### src/rtl/term_pkg.sv
// ============================================================================
// Module  : term_pkg
// Brief   : Shared geometry, character codes and state encoding for the
//           terminal cursor controller.
// Rev     : 1.0
// ============================================================================
`default_nettype none

package term_pkg;

    localparam int COLS      = 71;
    localparam int ROWS      = 30;
    localparam int BUF_ROWS  = 115;
    localparam int BUF_CELLS = BUF_ROWS * COLS;

    localparam logic [6:0]  LAST_COL  = 7'(COLS - 1);
    localparam logic [6:0]  LAST_ROW  = 7'(BUF_ROWS - 1);
    localparam logic [6:0]  VIS_ROWS  = 7'(ROWS);
    localparam logic [12:0] LAST_CELL = 13'(BUF_CELLS - 1);

    localparam logic [7:0] CH_CR  = 8'h0D;
    localparam logic [7:0] CH_BS  = 8'h08;
    localparam logic [7:0] CH_SP  = 8'h20;
    localparam logic [7:0] CH_NUL = 8'h00;

    typedef enum logic [0:0] {
        ST_CLEAR = 1'b0,
        ST_IDLE  = 1'b1
    } state_t;

endpackage

`default_nettype wire

### src/rtl/term_addr_calc.sv
// ============================================================================
// Module  : term_addr_calc
// Brief   : Combinational row*71+col using shift-add, 13-bit result.
// Rev     : 1.0
// ============================================================================
`default_nettype none

module term_addr_calc (
    input  logic [6:0]  row,
    input  logic [6:0]  col,
    output logic [12:0] addr
);

    logic [12:0] row_ext;
    logic [12:0] col_ext;

    assign row_ext = {6'd0, row};
    assign col_ext = {6'd0, col};

    // 71 = 64 + 4 + 2 + 1
    assign addr = (row_ext << 6) + (row_ext << 2) + (row_ext << 1) + row_ext + col_ext;

endmodule

`default_nettype wire

### src/rtl/term_cursor_ctrl.sv
// ============================================================================
// Module  : term_cursor_ctrl
// Brief   : Terminal write controller: cursor tracking, video-memory writes,
//           scroll offset and buffer-clear sweep.
// Rev     : 1.0
// ============================================================================
`default_nettype none

module term_cursor_ctrl
    import term_pkg::*;
(
    input  logic        clk,
    input  logic        rst,
    input  logic [7:0]  char_in,
    input  logic        char_valid,
    output logic        char_ready,
    output logic [7:0]  ascout,
    output logic [12:0] waddr,
    output logic        wren,
    output logic [12:0] offset,
    output logic [6:0]  cur_row,
    output logic [6:0]  cur_col
);

    state_t      state, state_nxt;
    logic [12:0] clr_cnt, clr_cnt_nxt;
    logic [6:0]  row_nxt, col_nxt;
    logic [6:0]  wr_row, wr_col, off_row;
    logic [12:0] wr_addr, offset_nxt, waddr_nxt;
    logic [7:0]  ascout_nxt;
    logic        wren_nxt;
    logic        accept, is_print, is_bs, adv_row;

    assign accept   = char_valid && char_ready && (state == ST_IDLE);
    assign is_print = (char_in >= 8'h20) && (char_in <= 8'h7E);
    assign is_bs    = (char_in == CH_BS);

    // Backspace writes at the cell it moves back to; everything else at the cursor.
    assign wr_row = (is_bs && (cur_col == 7'd0)) ? cur_row - 7'd1 : cur_row;
    assign wr_col = is_bs ? ((cur_col != 7'd0) ? cur_col - 7'd1 : LAST_COL) : cur_col;

    assign off_row = (row_nxt >= VIS_ROWS) ? row_nxt - VIS_ROWS + 7'd1 : 7'd0;

    term_addr_calc u_wr_addr (
        .row  (wr_row),
        .col  (wr_col),
        .addr (wr_addr)
    );

    term_addr_calc u_off_addr (
        .row  (off_row),
        .col  (7'd0),
        .addr (offset_nxt)
    );

    always_comb begin
        state_nxt   = state;
        clr_cnt_nxt = clr_cnt;
        row_nxt     = cur_row;
        col_nxt     = cur_col;
        wren_nxt    = 1'b0;
        waddr_nxt   = waddr;
        ascout_nxt  = ascout;
        adv_row     = 1'b0;

        case (state)
            ST_CLEAR: begin
                wren_nxt   = 1'b1;
                waddr_nxt  = clr_cnt;
                ascout_nxt = CH_NUL;
                if (clr_cnt == LAST_CELL) begin
                    state_nxt   = ST_IDLE;
                    clr_cnt_nxt = 13'd0;
                end else begin
                    clr_cnt_nxt = clr_cnt + 13'd1;
                end
            end
            ST_IDLE: begin
                if (accept) begin
                    if (is_print) begin
                        wren_nxt   = 1'b1;
                        waddr_nxt  = wr_addr;
                        ascout_nxt = char_in;
                        if (cur_col == LAST_COL) adv_row = 1'b1;
                        else                     col_nxt = cur_col + 7'd1;
                    end else if (char_in == CH_CR) begin
                        adv_row = 1'b1;
                    end else if (is_bs && ((cur_col != 7'd0) || (cur_row != 7'd0))) begin
                        wren_nxt   = 1'b1;
                        waddr_nxt  = wr_addr;
                        ascout_nxt = CH_SP;
                        row_nxt    = wr_row;
                        col_nxt    = wr_col;
                    end
                end
                if (adv_row) begin
                    col_nxt = 7'd0;
                    // Running off the last buffer row wipes the screen and homes the cursor.
                    if (cur_row == LAST_ROW) begin
                        row_nxt     = 7'd0;
                        state_nxt   = ST_CLEAR;
                        clr_cnt_nxt = 13'd0;
                    end else begin
                        row_nxt = cur_row + 7'd1;
                    end
                end
            end
            default: state_nxt = ST_CLEAR;
        endcase
    end

    always_ff @(posedge clk) begin
        if (rst) begin
            state      <= ST_CLEAR;
            clr_cnt    <= 13'd0;
            cur_row    <= 7'd0;
            cur_col    <= 7'd0;
            offset     <= 13'd0;
            wren       <= 1'b0;
            waddr      <= 13'd0;
            ascout     <= 8'd0;
            char_ready <= 1'b0;
        end else begin
            state      <= state_nxt;
            clr_cnt    <= clr_cnt_nxt;
            cur_row    <= row_nxt;
            cur_col    <= col_nxt;
            offset     <= offset_nxt;
            wren       <= wren_nxt;
            waddr      <= waddr_nxt;
            ascout     <= ascout_nxt;
            char_ready <= (state == ST_IDLE);
        end
    end

endmodule

`default_nettype wire

### config.mk
export PLATFORM = sky130hd
export DESIGN_NAME = term_cursor_ctrl
export DESIGN_NICKNAME = d
export VERILOG_FILES = /design/src/rtl/term_pkg.sv /design/src/rtl/term_addr_calc.sv /design/src/rtl/term_cursor_ctrl.sv
export SDC_FILE = /design/constraint.sdc
export NUM_CORES = 1
export LEC_CHECK = 0
export ABC_AREA = 0
export CORE_UTILIZATION = 62
export DETAILED_ROUTE_END_ITERATION = 10
export GPL_ROUTABILITY_DRIVEN = 0
export PLACE_DENSITY_LB_ADDON = 0.15
export SLEW_MARGIN = 25
export SYNTH_ARGS = -nofsm -noshare
export SYNTH_HDL_FRONTEND = slang
export SYNTH_HIERARCHICAL = 1
export SYNTH_SLANG_ARGS = --single-unit
### constraint.sdc
create_clock -name clk -period 18.7 [get_ports clk]
set_input_delay 3.74 -clock clk [delete_from_list [all_inputs] [get_ports clk]]
set_output_delay 3.74 -clock clk [all_outputs]
set_load 0.01 [all_outputs]
==> results.yml, run 1 <==
timing:
  hold_ws_ps: 461
  setup-violations-final: 0
  rsz0062_at_grt: "no"
  max_freq_mhz: 98.1
  slew_headroom_pct: 42.5
  tns_ps: 0
  slew_violations: 0
  finClkSkew_ps: 9.83
  finalHoldViolCount: 0
  fin_crit_ps: 10200
  worst_pin_slew_ps: 858
  post-route-period-util_pct: 54.5
worst_setup_path:
  rr_endpoint: "offset[12]$_SDFF_PP0_"
  r2r_setup_slack_ps: 11750
  arrival_ps: 10420
  crit_path_max_incr_delay_ps: 730
  crit_start: "char_in[1]"
  crit_required_ps: 18920
  start_kind: "input port"
  critPathKind: "in2reg"
  cpMaxStageDelayCell: "mux2i_1"
  worstRegToRegCells: 23
  r2r-start: "cur_col[0]$_SDFFE_PP0P_"
  cp_max_fo: 6
  crit_top_cell: "fa_1"
  setup.worst_path.end: "offset[12]$_SDFF_PP0_"
  path_cells: "clkdlybuf4s50_1, nor4b_1, nand3_1, nor2_1, mux2i_1, a211oi_4, inv_2, ha_1, a2bb2oi_1, a21oi_2, nor2b_1, inv_1, fa_1, inv_1, fa_1, fa_1, ha_1, and3_4, a2111oi_4, nor4b_1, nand4b_1, nor2b_1"
  endpoint_kind: "flip-flop"
layout:
  area_growth_pct: 16.1
  regArea_um2: 1280
  multiInputGateArea_um2: 3930
  fillers: 634
  antenna_cells: 0
  drive_gt1_share_pct: 6.78
  nets: 783
global_routing:
  grt_pass1_wl_um: 21400
  grt_max_degree: 57
  grtUsageTotal_pct: 30.1
  first_global_vias: 4701
  antenna_found_initial: 0
  grt_overflow: 0
clock_network:
  clockBufferDepth: 2
  cts_tree: "done"
  root_buffer: "clkbuf_8"
  path_clk_slew_ps: 80
  worstSkewPairLatency_ps: 350
  cts-resized-gates: 0
  cts_buffers: 9
  htreeDepth: 3
  post_cts_buffers: 0
  cts.sinks: 64
  hold_buffers: 0
placement:
  dp_hpwl_um: 10200
  io_buffers: 60
floorplanning:
  die_height_um: 95.9
  die_w_um: 95.9
  die-area_um2: 9190
  start_util_pct: 65.2
  ios: 61
  coreArea_um2: 8380
  core.rowCount: 33
route:
  wirelength_met1_um: 5590
  wl_met3_um: 873
  finalWirelength_um: 13100
  drtIter0Drc: 332
  first_pass_iters: 6
  postRouteAntennaNets: 0
  routed.top_layer: "met4"
  vias_per_cell: 6.19
  route.met2.wl_um: 6420
  vias: 4942
  wl_per_cell_um: 16.5
  post-route-drc-count: 0
logic_synthesis:
  yosys.area_share.simple_pct: 24.1
  synth_top_family_by_area: "simple AND/OR/NAND/NOR gates"
  syn_area_per_cell_um2: 8.58
  async_reset_ff_share_pct: 0
  ys.flop_type: "dfxtp_1"
  seq_area_frac_synth_pct: 23.4
  synthMuxAreaShare_pct: 0.641
  synth.distinct_cells: 77
  synth_top_area_share_pct: 23.4
  synth_compound_area_share_pct: 18.8
  synth-edff-count: 0
  synth_area_leaders: "dfxtp_1 23%, ha_1 13%, fa_1 10%"
  synthAdderAreaFrac_pct: 23.1
  synth_xor_area_share_pct: 4.79
  synth_largest_area_cell: "dfxtp_1"
  syn_inst: 637
  ys_seq_elements: 64
  yosys_warnings: 6
  syn_area_um2: 5460
run:
  maxCapViolations: 0
power_and_ir_drop:
  max-vdd-ir-drop_v: 0.0000349
  p_leak_nw: 2.68
  power_density_nw_per_um2: 46.5
hold_path:
  hold_class: "reg2reg"
  hold_path_startpoint: "ascout[3]$_SDFFE_PP0P_"
status:
  status: "complete, no violations"
## cells in the final DEF, fill, tap and decap left out, types with 4 or more instances in the layout
| cell type | instances |
|---|---|
| a31oi_1 | 4 |
| nand4_1 | 5 |
| clkbuf_8 | 9 |
| or3_1 | 7 |
| ha_1 | 56 |
| nor2b_1 | 15 |
| nor3b_1 | 5 |
| inv_1 | 42 |
| a21oi_1 | 39 |
| nor4b_1 | 4 |
| a311oi_1 | 14 |
| and2_1 | 11 |
| o21ai_0 | 15 |
| conb_1 | 7 |
| and3_1 | 13 |
| xnor2_1 | 17 |
| nand3_1 | 30 |
| a21o_1 | 10 |
| a211oi_1 | 7 |
| nor2_1 | 57 |
| nor3_1 | 22 |
| fa_1 | 28 |
| xor2_1 | 11 |
| o211ai_1 | 5 |
| dfxtp_1 | 64 |
| clkdlybuf4s50_1 | 59 |
| nand2_1 | 54 |
## final cells by class
type | instances | area share, %
Clock buffer | 9 | 1.95
Clock inverter | 7 | 1.62
Inverter | 43 | 2.55
Multi-Input combinational cell | 508 | 61.9
Sequential cell | 64 | 20.2
Tap cell | 105 | 2.07
Timing Repair Buffer | 62 | 9.67
## metal layers
metal | vias up | track usage (%)
met5 | - | 0
met4 | 0 | 10.4
met1 | 2336 | 37.3
li1 | 2373 | -
met3 | 34 | 5.45
met2 | 199 | 52.3
## sequential cells by signal, indices dropped and copies added, names as in the netlist
name and cells:
clr_cnt 13, offset 13, waddr 13, ascout 8, cur_col 7, cur_row 7
char_ready 1, state 1, wren 1
## power breakdown
part           leakage, nW  internal, mW  switching [mW]
registers            0.519         0.138         0.00113
clock network        0.111        0.0767          0.0614
logic                 2.05       0.00774         0.00966
total                 2.68         0.222          0.0722
## how the worst min path moves through the flow
stage	cells after the start	to
after CTS	2	ascout[6]$_SDFFE_PP0P_
after detailed placement	2	ascout[6]$_SDFFE_PP0P_
after floorplan	1	clr_cnt[11]$_SDFFE_PP0P_
final	2	ascout[3]$_SDFFE_PP0P_
after global routing	2	ascout[6]$_SDFFE_PP0P_
after global placement	2	ascout[4]$_SDFFE_PP0P_
## critical path, delay by kind of cell
| kind | cells | cell delay [ps] |
|---|---|---|
| multiplexers | 1 | 730 |
| AND/OR/NAND/NOR | 8 | 2080 |
| AO/OA/AOI/OAI | 4 | 1050 |
| buffers and inverters | 4 | 780 |
| adder cells (fa/ha/maj) | 5 | 2030 |
## through the flow
step	util, %	area, um2	setup slack (ps)	total power, mW	std cells
after detailed placement	72.9	6110	8180	0.159	782
final	75.7	6340	8500	0.295	798
after global routing	75.7	6340	7970	0.304	798
after floorplan	-	5490	9390	0.152	643
after global placement	72.9	6110	8440	0.159	782
after CTS	75.6	6340	8550	0.297	798
## cell usage after synthesis (4+ instances only)
cell      number
inv_1         42
nor2b_1       15
a211oi_1       7
or3_1          7
nand2_1       54
clkbuf_1      24
and2_1        11
nor3_1        22
a21oi_1       39
xnor2_1       17
and3_1        13
fa_1          28
o21ai_0       15
nand4_1        5
nor2_1        57
nor4b_1        4
a21o_1        10
xor2_1        11
a31oi_1        4
dfxtp_1       64
a311oi_1      14
ha_1          56
nor3b_1        5
o211ai_1       5
nand3_1       30
## cells by family (layout without fill, tap and decap cells)
group / count (synthesis) / count (layout)
flops: 64 / 64
mux: 3 / 3
buf+inv: 71 / 121
fa+ha+maj: 84 / 84
compound gates: 134 / 134
other cells: 1 / 7
simple gates: 251 / 251
xor+xnor: 29 / 29
Note: power is estimated with default switching activity, not from simulation.
==> run 2: changes to the inputs <==
Settings changed: CORE_UTILIZATION 62 to 52.
Clock period 18.7 ns to 8.3 ns, I/O delays scaled along.
==> run 2 against run 1 <==
The flow now finishes with violations (design-rule violations). Global-route usage is 4.3 points lower. Hold slack better by 3.7 ps. Sequential cell count stayed put. Critical endpoint is now offset[11]$_SDFF_PP0_. Clock skew is 2.1 ps higher. Largest power group is now clock. Final area is 1.3% higher. Register-to-register slack worse by 9900 ps. Sequential power is 130% higher. Sequential share of layout area is 0.26 points lower. Clock power is 130% higher. Routed wire length is 1.9% higher.
==> results.yml, run 2 (same netlist as run 1, synthesis figures left out) <==
global_routing:
  grt_overflow: 0
  first_global_vias: 4813
  antenna_found_initial: 0
  grtUsageTotal_pct: 25.8
  grt_max_degree: 57
  grt_pass1_wl_um: 22700
timing:
  slew_violations: 0
  max_freq_mhz: 133
  final.setup.worst_slack_ps: 795
  slew_headroom_pct: 46.7
  fin_crit_ps: 7510
  finalHoldViolCount: 0
  rsz0062_at_grt: "no"
  tns_ps: 0
  setup-violations-final: 0
  finClkSkew_ps: 11.9
  worst_pin_slew_ps: 788
  post-route-period-util_pct: 90.4
worst_setup_path:
  path_delay_family: "adder cells"
  cp.buffers_inverters: 4
  rr_endpoint: "offset[11]$_SDFF_PP0_"
  endpoint_kind: "flip-flop"
  cp_max_fo: 7
  crit_required_ps: 8540
  crit_path_max_incr_delay_ps: 570
  crit_top_cell: "fa_1"
  r2r-start: "cur_row[0]$_SDFF_PP0_"
  start_kind: "input port"
  arrival_ps: 7740
  r2r_setup_slack_ps: 1890
  worstRegToRegCells: 22
  path_cells: "clkdlybuf4s50_1, nor4b_1, and3_1, or3_1, o211a_1, a211oi_4, inv_2, ha_1, a2bb2oi_1, a21oi_2, nor2_1, inv_1, fa_1, inv_1, fa_1, ha_1, fa_1, a21oi_1, o211ai_1, o41ai_1, xnor2_1, nor2b_1"
  cpMaxStageDelayCell: "fa_1"
  critPathKind: "in2reg"
  crit_start: "char_in[7]"
layout:
  fillers: 956
  post-route-util_pct: 62.5
  stdcell_count: 835
  nets: 789
  antenna_cells: 0
  drive_gt1_share_pct: 7.58
  area_growth_pct: 17.5
  mostFrequentLayoutCells: "64 x dfxtp_1, 59 x clkdlybuf4s50_1, 57 x nor2_1"
  mostFrequentLayoutCell: "dfxtp_1"
  reg_top3: "clr_cnt x13, offset x13, waddr x13"
hold_path:
  hold_path_end: "ascout[4]$_SDFFE_PP0P_"
  hold_class: "reg2reg"
  hold_path_startpoint: "ascout[4]$_SDFFE_PP0P_"
  min_path_cells: 2
clock_network:
  root_buffer: "clkbuf_8"
  post_cts_buffers: 0
  path_clk_slew_ps: 90
  cts-resized-gates: 0
  cts.sinks: 64
  htreeDepth: 3
  clockBufferDepth: 2
  hold_buffers: 0
  worstSkewPairLatency_ps: 370
  cts_tree: "done"
  cts_buffers: 9
placement:
  place_ws_ps: 530
  io_buffers: 60
  placed_cells: 819
  dp_hpwl_um: 10100
route:
  drtIter0Drc: 426
  first_pass_iters: 8
  postRouteAntennaNets: 0
  wl_per_cell_um: 16.0
  vias: 4859
  finalWirelength_um: 13400
  vias_per_cell: 5.82
  post-route-drc-count: 2
power_and_ir_drop:
  power_density_nw_per_um2: 105
  max-vdd-ir-drop_v: 0.0000862
  p_leak_nw: 2.71
  p_total_mw: 0.674
floorplanning:
  coreArea_um2: 10300
  core.rowCount: 37
  start_util_pct: 53.2
  die_height_um: 105
  die-area_um2: 10900
  ios: 61
  die_w_um: 105
status:
  status: "finished with violations"
  violations: "design-rule violations"
run:
  maxCapViolations: 0
-- run 2: cell count changes in the layout (fill, tap and decap cells not counted) --
cell and delta:
clkinv_4 +1, inv_6 -1, buf_2 +1, buf_4 +5
-- run 2: tightest hold or removal path: cells and delay by family, from the launching register on --
kind | cells | cell delay, ps
compound gates | 1 | 50
flops | 1 | 310
simple gates | 1 | 50
-- run 2: through the flow --
stage                     hold slack [ps]  instance area [um2]
after floorplan                       453                 5490
after global placement                447                 6200
after detailed placement              450                 6200
after CTS                             467                 6420
after global routing                  490                 6420
final                                 465                 6420
-- run 2: cell type report --
| class | instances | area, um2 | share of cell area [%] |
|---|---|---|---|
| timing repair buffer | 68 | 656 | 10.2 |
| tap | 136 | 170 | 2.65 |
| clock buffer | 9 | 124 | 1.93 |
| clock inverter | 7 | 103 | 1.60 |
| multi-input combinational | 508 | 3930 | 61.2 |
| inverter | 43 | 161 | 2.51 |
| sequential | 64 | 1280 | 19.9 |
-- run 2: worst max path at each step --
stage,to,cells past startpoint,slack [ps]
floorplan,offset[12]$_SDFF_PP0_,21,1070
global placement,offset[12]$_SDFF_PP0_,22,720
detailed placement,offset[12]$_SDFF_PP0_,22,530
CTS,offset[12]$_SDFF_PP0_,22,870
global route,offset[12]$_SDFF_PP0_,22,510
finish,offset[11]$_SDFF_PP0_,22,790
-- run 2: report_power, final --
group | internal, mW | switching [mW] | leakage [nW] | total (mW)
logic | 0.0180 | 0.0220 | 2.08 | 0.0400
registers | 0.311 | 0.00250 | 0.519 | 0.313
clock network | 0.172 | 0.148 | 0.110 | 0.320
total | 0.501 | 0.173 | 2.71 | 0.674
-- run 2: metal layers --
| metal | global-route usage (%) | vias to the layer above | share of wire, % |
|---|---|---|---|
| met4 | 8.57 | 0 | 1.6 |
| met2 | 42.7 | 149 | 47 |
| met1 | 32.8 | 2302 | 46 |
| li1 | - | 2390 | - |
| met5 | 0 | - | 0 |
| met3 | 6.33 | 18 | 5.4 |
